### src/rtl/imem_loader_pkg.sv
// Shared constants for the instruction-memory boot loader.
// Holds the FSM state encoding, the word-packing geometry and the checksum helper.
package imem_loader_pkg;

  localparam logic [2:0] IDLE  = 3'd0;
  localparam logic [2:0] RECV  = 3'd1;
  localparam logic [2:0] WRITE = 3'd2;
  localparam logic [2:0] CHECK = 3'd3;
  localparam logic [2:0] DONE  = 3'd4;

  localparam int BYTES_PER_WORD = 4;
  localparam int BYTE_IDX_W     = 2;

  // The image checksum is a plain modulo-256 byte sum.
  function automatic logic [7:0] csum_add(input logic [7:0] a, input logic [7:0] b);
    return a + b;
  endfunction

endpackage

### src/rtl/imem_loader_if.sv
// Byte-stream input and instruction-memory write port of the boot loader.
// master = the loader side, slave = the stream source / memory side.
interface imem_loader_if;
  import imem_loader_pkg::*;

  logic        in_valid;
  logic [7:0]  in_data;
  logic        in_ready;
  logic        mem_we;
  logic [31:0] mem_addr;
  logic [31:0] mem_wdata;

  modport master (
    input  in_valid, in_data,
    output in_ready, mem_we, mem_addr, mem_wdata
  );

  modport slave (
    output in_valid, in_data,
    input  in_ready, mem_we, mem_addr, mem_wdata
  );

endinterface

### src/rtl/loader_word_assembler.sv
// Packs accepted stream bytes little-endian into a 32-bit word.
// o_word already includes the byte being accepted, so the caller can latch it on the last-byte edge.
module loader_word_assembler
  import imem_loader_pkg::*;
(
  input  logic        clk,
  input  logic        reset,
  input  logic        i_clear,
  input  logic        i_accept,
  input  logic [7:0]  i_byte,
  output logic [31:0] o_word,
  output logic        o_word_ready
);

  logic [BYTE_IDX_W-1:0] r_byte_idx;
  logic [31:0]           r_word;
  logic [31:0]           w_word;

  // Merge the incoming byte into its lane of the partially assembled word.
  always_comb begin
    w_word = r_word;
    if (i_accept) begin
      case (r_byte_idx)
        2'd0:    w_word[7:0]   = i_byte;
        2'd1:    w_word[15:8]  = i_byte;
        2'd2:    w_word[23:16] = i_byte;
        2'd3:    w_word[31:24] = i_byte;
        default: w_word        = r_word;
      endcase
    end else begin
      w_word = r_word;
    end
  end

  // Byte-lane index and word storage; clear drops any partial word.
  always_ff @(posedge clk or posedge reset) begin
    if (reset) begin
      r_byte_idx <= {BYTE_IDX_W{1'b0}};
      r_word     <= 32'h0000_0000;
    end else if (i_clear) begin
      r_byte_idx <= {BYTE_IDX_W{1'b0}};
      r_word     <= 32'h0000_0000;
    end else if (i_accept) begin
      r_byte_idx <= r_byte_idx + 2'd1;
      r_word     <= w_word;
    end
  end

  assign o_word       = w_word;
  assign o_word_ready = i_accept && (r_byte_idx == 2'd3);

endmodule

### src/rtl/imem_loader.sv
// Boot-time instruction-memory loader: byte stream in, word writes out, core held until loaded.
// Optional image checksum byte after the last word when CHECKSUM_EN is defined.
module imem_loader
  import imem_loader_pkg::*;
#(
  parameter int ADDR_WIDTH = 6
) (
  input  logic                clk,
  input  logic                reset,
  input  logic                i_start,
  input  logic [ADDR_WIDTH:0] i_word_count,
  imem_loader_if.master       bus,
  output logic                o_cpu_hold,
  output logic                o_busy,
  output logic                o_done,
  output logic                o_error
);

  localparam logic [ADDR_WIDTH:0] CAPACITY = {1'b1, {ADDR_WIDTH{1'b0}}};
`ifdef CHECKSUM_EN
  localparam logic [2:0] FIN_STATE = CHECK;
`else
  localparam logic [2:0] FIN_STATE = DONE;
`endif
  localparam logic FIN_IS_DONE = (FIN_STATE == DONE);

  logic [2:0]          r_state;
  logic [ADDR_WIDTH:0] r_count;
  logic [ADDR_WIDTH:0] r_word_idx;
  logic                r_in_ready;
  logic                r_mem_we;
  logic [31:0]         r_mem_addr;
  logic [31:0]         r_mem_wdata;
  logic                r_cpu_hold;
  logic                r_busy;
  logic                r_done;
  logic                r_error;
`ifdef CHECKSUM_EN
  logic [7:0]          r_sum;
`endif

  logic                w_accept;
  logic                w_asm_accept;
  logic                w_start_ok;
  logic [31:0]         w_word;
  logic                w_word_ready;
  logic [ADDR_WIDTH:0] w_next_idx;
  logic [31:0]         w_word_addr;

  assign w_accept     = bus.in_valid && r_in_ready;
  assign w_asm_accept = w_accept && (r_state == RECV);
  assign w_start_ok   = i_start && ((r_state == IDLE) || (r_state == DONE));
  assign w_next_idx   = r_word_idx + {{ADDR_WIDTH{1'b0}}, 1'b1};
  assign w_word_addr  = {{(30-ADDR_WIDTH){1'b0}}, r_word_idx[ADDR_WIDTH-1:0], 2'b00};

  loader_word_assembler u_asm (
    .clk          (clk),
    .reset        (reset),
    .i_clear      (w_start_ok),
    .i_accept     (w_asm_accept),
    .i_byte       (bus.in_data),
    .o_word       (w_word),
    .o_word_ready (w_word_ready)
  );

  // Load sequencer; every output is a register updated on the transition into its state.
  always_ff @(posedge clk or posedge reset) begin
    if (reset) begin
      r_state     <= IDLE;
      r_count     <= {(ADDR_WIDTH+1){1'b0}};
      r_word_idx  <= {(ADDR_WIDTH+1){1'b0}};
      r_in_ready  <= 1'b0;
      r_mem_we    <= 1'b0;
      r_mem_addr  <= 32'h0000_0000;
      r_mem_wdata <= 32'h0000_0000;
      r_cpu_hold  <= 1'b1;
      r_busy      <= 1'b0;
      r_done      <= 1'b0;
      r_error     <= 1'b0;
`ifdef CHECKSUM_EN
      r_sum       <= 8'h00;
`endif
    end else begin
      case (r_state)
        IDLE, DONE: begin
          if (i_start) begin
            r_count    <= i_word_count;
            r_word_idx <= {(ADDR_WIDTH+1){1'b0}};
            r_error    <= 1'b0;
            r_cpu_hold <= 1'b1;
`ifdef CHECKSUM_EN
            r_sum      <= 8'h00;
`endif
            if (i_word_count == {(ADDR_WIDTH+1){1'b0}}) begin
              r_state    <= FIN_STATE;
              r_in_ready <= !FIN_IS_DONE;
              r_busy     <= !FIN_IS_DONE;
              r_done     <= FIN_IS_DONE;
              r_cpu_hold <= !FIN_IS_DONE;
            end else if (i_word_count > CAPACITY) begin
              r_state <= IDLE;
              r_error <= 1'b1;
              r_done  <= 1'b0;
            end else begin
              r_state    <= RECV;
              r_in_ready <= 1'b1;
              r_busy     <= 1'b1;
              r_done     <= 1'b0;
            end
          end
        end
        RECV: begin
`ifdef CHECKSUM_EN
          if (w_accept) begin
            r_sum <= csum_add(r_sum, bus.in_data);
          end
`endif
          if (w_word_ready) begin
            r_state     <= WRITE;
            r_in_ready  <= 1'b0;
            r_mem_we    <= 1'b1;
            r_mem_addr  <= w_word_addr;
            r_mem_wdata <= w_word;
          end
        end
        WRITE: begin
          r_mem_we   <= 1'b0;
          r_word_idx <= w_next_idx;
          if (w_next_idx == r_count) begin
            r_state    <= FIN_STATE;
            r_in_ready <= !FIN_IS_DONE;
            r_busy     <= !FIN_IS_DONE;
            r_done     <= FIN_IS_DONE;
            r_cpu_hold <= !FIN_IS_DONE;
          end else begin
            r_state    <= RECV;
            r_in_ready <= 1'b1;
          end
        end
`ifdef CHECKSUM_EN
        CHECK: begin
          if (w_accept) begin
            r_in_ready <= 1'b0;
            r_busy     <= 1'b0;
            if (csum_add(r_sum, bus.in_data) == 8'h00) begin
              r_state    <= DONE;
              r_done     <= 1'b1;
              r_cpu_hold <= 1'b0;
            end else begin
              r_state    <= IDLE;
              r_error    <= 1'b1;
              r_cpu_hold <= 1'b1;
            end
          end
        end
`endif
        default: begin
          r_state    <= IDLE;
          r_in_ready <= 1'b0;
          r_mem_we   <= 1'b0;
          r_busy     <= 1'b0;
          r_cpu_hold <= 1'b1;
        end
      endcase
    end
  end

  assign bus.in_ready  = r_in_ready;
  assign bus.mem_we    = r_mem_we;
  assign bus.mem_addr  = r_mem_addr;
  assign bus.mem_wdata = r_mem_wdata;
  assign o_cpu_hold    = r_cpu_hold;
  assign o_busy        = r_busy;
  assign o_done        = r_done;
  assign o_error       = r_error;

endmodule

### src/flat_wrapper.sv
// flat-port wrapper written by rule: the top's interface ports become plain ports
module imem_loader_flat import imem_loader_pkg::*;
#(
  parameter int ADDR_WIDTH = 6
)
  (clk, reset, i_start, i_word_count, o_cpu_hold, o_busy, o_done, o_error, bus_in_valid, bus_in_data, bus_in_ready, bus_mem_we, bus_mem_addr, bus_mem_wdata);
  imem_loader_if bus_i ();
  input  logic clk;
  input  logic reset;
  input  logic i_start;
  input  logic [ADDR_WIDTH:0] i_word_count;
  output logic o_cpu_hold;
  output logic o_busy;
  output logic o_done;
  output logic o_error;
  input wire logic [$bits(bus_i.in_valid)-1:0] bus_in_valid;
  input wire logic [$bits(bus_i.in_data)-1:0] bus_in_data;
  output wire logic [$bits(bus_i.in_ready)-1:0] bus_in_ready;
  output wire logic [$bits(bus_i.mem_we)-1:0] bus_mem_we;
  output wire logic [$bits(bus_i.mem_addr)-1:0] bus_mem_addr;
  output wire logic [$bits(bus_i.mem_wdata)-1:0] bus_mem_wdata;
  assign bus_i.in_valid = bus_in_valid;
  assign bus_i.in_data = bus_in_data;
  assign bus_in_ready = bus_i.in_ready;
  assign bus_mem_we = bus_i.mem_we;
  assign bus_mem_addr = bus_i.mem_addr;
  assign bus_mem_wdata = bus_i.mem_wdata;
  imem_loader #(.ADDR_WIDTH(ADDR_WIDTH)) u_core (.clk(clk), .reset(reset), .i_start(i_start), .i_word_count(i_word_count), .bus(bus_i), .o_cpu_hold(o_cpu_hold), .o_busy(o_busy), .o_done(o_done), .o_error(o_error));
endmodule
### config.mk
export PLATFORM = sky130hd
export DESIGN_NAME = imem_loader_flat
export DESIGN_NICKNAME = d
export VERILOG_FILES = /design/src/rtl/imem_loader_pkg.sv /design/src/rtl/imem_loader_if.sv /design/src/rtl/loader_word_assembler.sv /design/src/rtl/imem_loader.sv /design/src/flat_wrapper.sv
export SDC_FILE = /design/constraint.sdc
export NUM_CORES = 1
export LEC_CHECK = 0
export ABC_AREA = 1
export CAP_MARGIN = 30
export CORE_MARGIN = 1.5
export CORE_UTILIZATION = 25
export DETAILED_ROUTE_END_ITERATION = 6
export PLACE_DENSITY = 0.54
export SLEW_MARGIN = 5
export SYNTH_ARGS = -nofsm -noshare
export SYNTH_HDL_FRONTEND = slang
export SYNTH_SLANG_ARGS = --single-unit
### constraint.sdc
create_clock -name clk -period 8.25 [get_ports clk]
set_clock_uncertainty 0.15 [all_clocks]
set_input_delay 0.825 -clock clk [delete_from_list [all_inputs] [get_ports clk]]
set_output_delay 0.825 -clock clk [all_outputs]
set_load 0.01 [all_outputs]
==> run summary <==
status - finished, final reports clean
PostCTS Resize Cnt - 0
H-Tree Depth - 3
CP Data Required Time - 8.33 ns
Cell Area, Placed - 5060 um^2
Post-Syn Area - 4325 um^2
post-synthesis register bit count - 91
Post-Synth Simple-Gate Area - 0.2097
WP data arrival - 2.83 ns
Port Buf Inserts - 62
Ys Warns - 0
initial DRC count - 174
top-area cell type share of the netlist area - 0.5207
endpoints failing setup - 0
post-synthesis mux area share - 0.009257
CTS buffer count - 9
Worst path top cell family by delay - buffers and inverters
antenna violations before repair - 0
Hold WC Path Type - flip-flop to flip-flop
Adder-Cell Fraction of Synth Area - 0.01446
die height - 134.5 um
ANT cells - 0
GRT busiest layer - met2
Hold Path Depth - 2
worst path cell trace - clkdlybuf4s50_1, nand3_4, clkinv_2, nand2_2, buf_4, inv_2, nor2_1, inv_1, nand3_2, nand2_1
largest net degree at the start of global routing - 77
Buf/Inv on CP - 5
slowest CP cell - buf_4
CTS tree - done
met2 GRT Util - 0.1846
Skew-Pair Late Insertion Delay - 0.34 ns
HPWL after detailed placement - 7.002 mm
Clock Tree Root - clkbuf_16
unrepaired setup endpoints after global routing - no
nets - 585
Setup Fix Bufs, Post-CTS - 0
final setup TNS - 0 ns
GRT Total Usage - 0.1141
grt total ovfl - 0
final-report max-slew violation count - 0
Final Hold Viols - 0
synth unique cells - 34
post-synthesis compound-gate area fraction - 0.1076
share of layout cells above drive strength 1 - 0.1060
stages on the worst setup path - 10
post-synth top area cell - dfrtp_1
Core ar. - 16,760 um^2
P_leak - 2.534 nW
met3 Usage GRT - 0.03416
final cycle utilization of the critical path - 0.3337
top fanout value on the critical path - 76
site row count - 47
TritonCTS Sinks - 91
placed insts - 770
utilization after layout - 0.3188
Slew headroom - 0.4959
Startpoint Class - primary input
DR pass1 iterations - 4
xor/xnor share of the synthesized area - 0.004050
post-route cell area - 5343 um^2
endpoint type of the worst setup path - flip-flop
slowest cell delay on critical path - 0.59 ns
Layout fillers - 1,750
first-pass GRT wire length - 16.08 mm
Top-Level Pins - 89
final WL - 9.691 mm
Syn Area/Cell - 8.599 um^2
largest family of logic cells by synthesized area - simple AND/OR/NAND/NOR gates
via/cell ratio - 4.103
PwrDens - 260.3 nW/um^2
Pwr Total - 0.001391 W
clock slew at reported path FFs - 0.06 ns
Initial Utilization - 0.2581
Gate Count Post-Synth - 503
# DRC - 0
Die Span X - 134.5 um
post-synthesis sequential area ratio - 0.5268
number of antenna-violating nets in the routed design - 0
Post-CTS Hold Buffers - 0
number of global-route vias before repair - 3,261
die area - 18,100 um^2
min Tclk post-route - 2.753 ns
Post-Layout Cell Count - 786
WL per Instance - 12.33 um
most area-consuming cells after synthesis - dfrtp_1, nand2_1, buf_4
worst-case clock buffer depth - 2
actual slew at the worst max-slew pin - 0.7562 ns
Area Growth Syn to Fin - 23.52%
FF-to-FF path depth - 12
Setup CP Type - primary input to flip-flop
Max Cap Viol - 0
grt met1 use - 0.1446
RD Place Congestion - 0.8728
via count - 3,225
FMAX - 0.3632 GHz
worst vdd ir - 107.0 uV
[per-stage QoR]
stage                     worst slack, ns  hold WS, ns
final                               5.497       0.3227
after global routing                5.262       0.3599
after CTS                           5.493       0.3203
after detailed placement            5.126       0.3125
after global placement              5.205       0.3109
after floorplan                     4.913       0.3051
[worst reg2reg max path, cell delays in order (launching register included)]
cell and delay, ns:
dfrtp_1 0.39, inv_2 0.06, nand3_2 0.11, inv_2 0.07, nand3_4 0.16, clkinv_2 0.19
nand2_2 0.09, buf_4 0.59, inv_2 0.15, nor2_1 0.12, inv_1 0.08, nand3_2 0.08
nand2_1 0.05
[metal layers]
| layer | part of all wire | vias up |
|---|---|---|
| li1 | - | 1637 |
| met3 | 0.053 | 10 |
| met5 | 0 | - |
| met2 | 0.47 | 76 |
| met1 | 0.47 | 1502 |
| met4 | 0.015 | 0 |
[where the power goes]
part | switching [W] | leakage, nW | total [W] | internal, W
logic | 0.000229 | 1.16 | 0.000395 | 0.000166
clock network | 0.000164 | 0.140 | 0.000386 | 0.000221
registers | 0.0000544 | 1.24 | 0.000610 | 0.000556
[area by class of cell]
class / instances / area [um^2] / share of cell area
timing repair buffer: 66 / 670.6 / 0.1255
clock buffer: 13 / 260.3 / 0.04871
inverter: 64 / 242.7 / 0.04543
clock inverter: 3 / 22.52 / 0.004215
multi-input combinational: 329 / 1593 / 0.2981
tap: 220 / 275.3 / 0.05152
sequential: 91 / 2278 / 0.4265
[worst paths after layout]
kind                                               startpoint                             endpoint  slack [ns]
worst max register to register  u_core.r_state[2]$_DFFE_PP0P_      u_core.bus.in_ready$_DFFE_PP0P_        5.86
worst max-delay path                             bus_in_valid      u_core.bus.in_ready$_DFFE_PP0P_        5.50
min in group asynchronous                               reset  u_core.bus.mem_wdata[6]$_DFFE_PP0P_        0.49
max in group asynchronous                               reset        u_core.o_cpu_hold$_DFFE_PP1P_        6.44
worst min-delay path            u_core.o_cpu_hold$_DFFE_PP1P_        u_core.o_cpu_hold$_DFFE_PP1P_        0.32
worst min register to register  u_core.o_cpu_hold$_DFFE_PP1P_        u_core.o_cpu_hold$_DFFE_PP1P_        0.32
[flip-flops by register name (all words and copies together), names as in the netlist]
name and cells:
u_core.r_count 7, u_core.u_asm.r_byte_idx 2, u_core.o_error 1, u_core.bus.in_ready 1, u_core.bus.mem_wdata 32, u_core.u_asm.r_word 28, u_core.r_word_idx 7, u_core.o_cpu_hold 1
u_core.o_done 1, u_core.bus.mem_addr 6, u_core.bus.mem_we 1, u_core.o_busy 1, u_core.r_state 3
[cell families after synthesis]
logic type,count (synthesis)
simple gates,210
fa+ha+maj,5
flops,91
buf+inv,108
compound gates,82
other cells,1
xor+xnor,2
mux,4
[placed cells by master, fill, tap and decap left out, types with 2 or more instances in the layout]
cell / netlist / final
o21a_1: 8 / 8
inv_1: 49 / 48
clkbuf_1: 3 / 2
conb_1: 1 / 26
clkbuf_8: 0 / 2
mux2i_1: 4 / 4
buf_4: 27 / 3
nor2_1: 43 / 42
o21ai_0: 30 / 30
inv_2: 14 / 14
dfrtp_1: 90 / 90
o21ai_1: 31 / 31
nand2_2: 6 / 6
clkinv_2: 1 / 3
o22ai_1: 4 / 4
o21ai_2: 8 / 8
nand2_1: 136 / 136
nand3b_1: 2 / 2
ha_1: 5 / 5
nand3_1: 10 / 10
clkinv_4: 0 / 2
nand3_2: 2 / 2
clkdlybuf4s50_1: 0 / 62
nor2_2: 2 / 3
clkbuf_16: 0 / 9
nand4_1: 3 / 3
[cell usage after synthesis (all sizes together)]
library cell / instances
ha: 5
nand4: 3
mux2i: 4
dfrtp: 90
conb: 1
o21a: 8
nor2: 47
clkbuf: 3
xor2: 1
nor3: 1
dfstp: 1
o22ai: 4
nand3: 13
a21oi: 1
nand3b: 3
xnor2: 1
clkinv: 1
nand2: 143
inv: 63
buf: 41
o21ai: 69
Note: power is estimated with default switching activity, not from simulation.
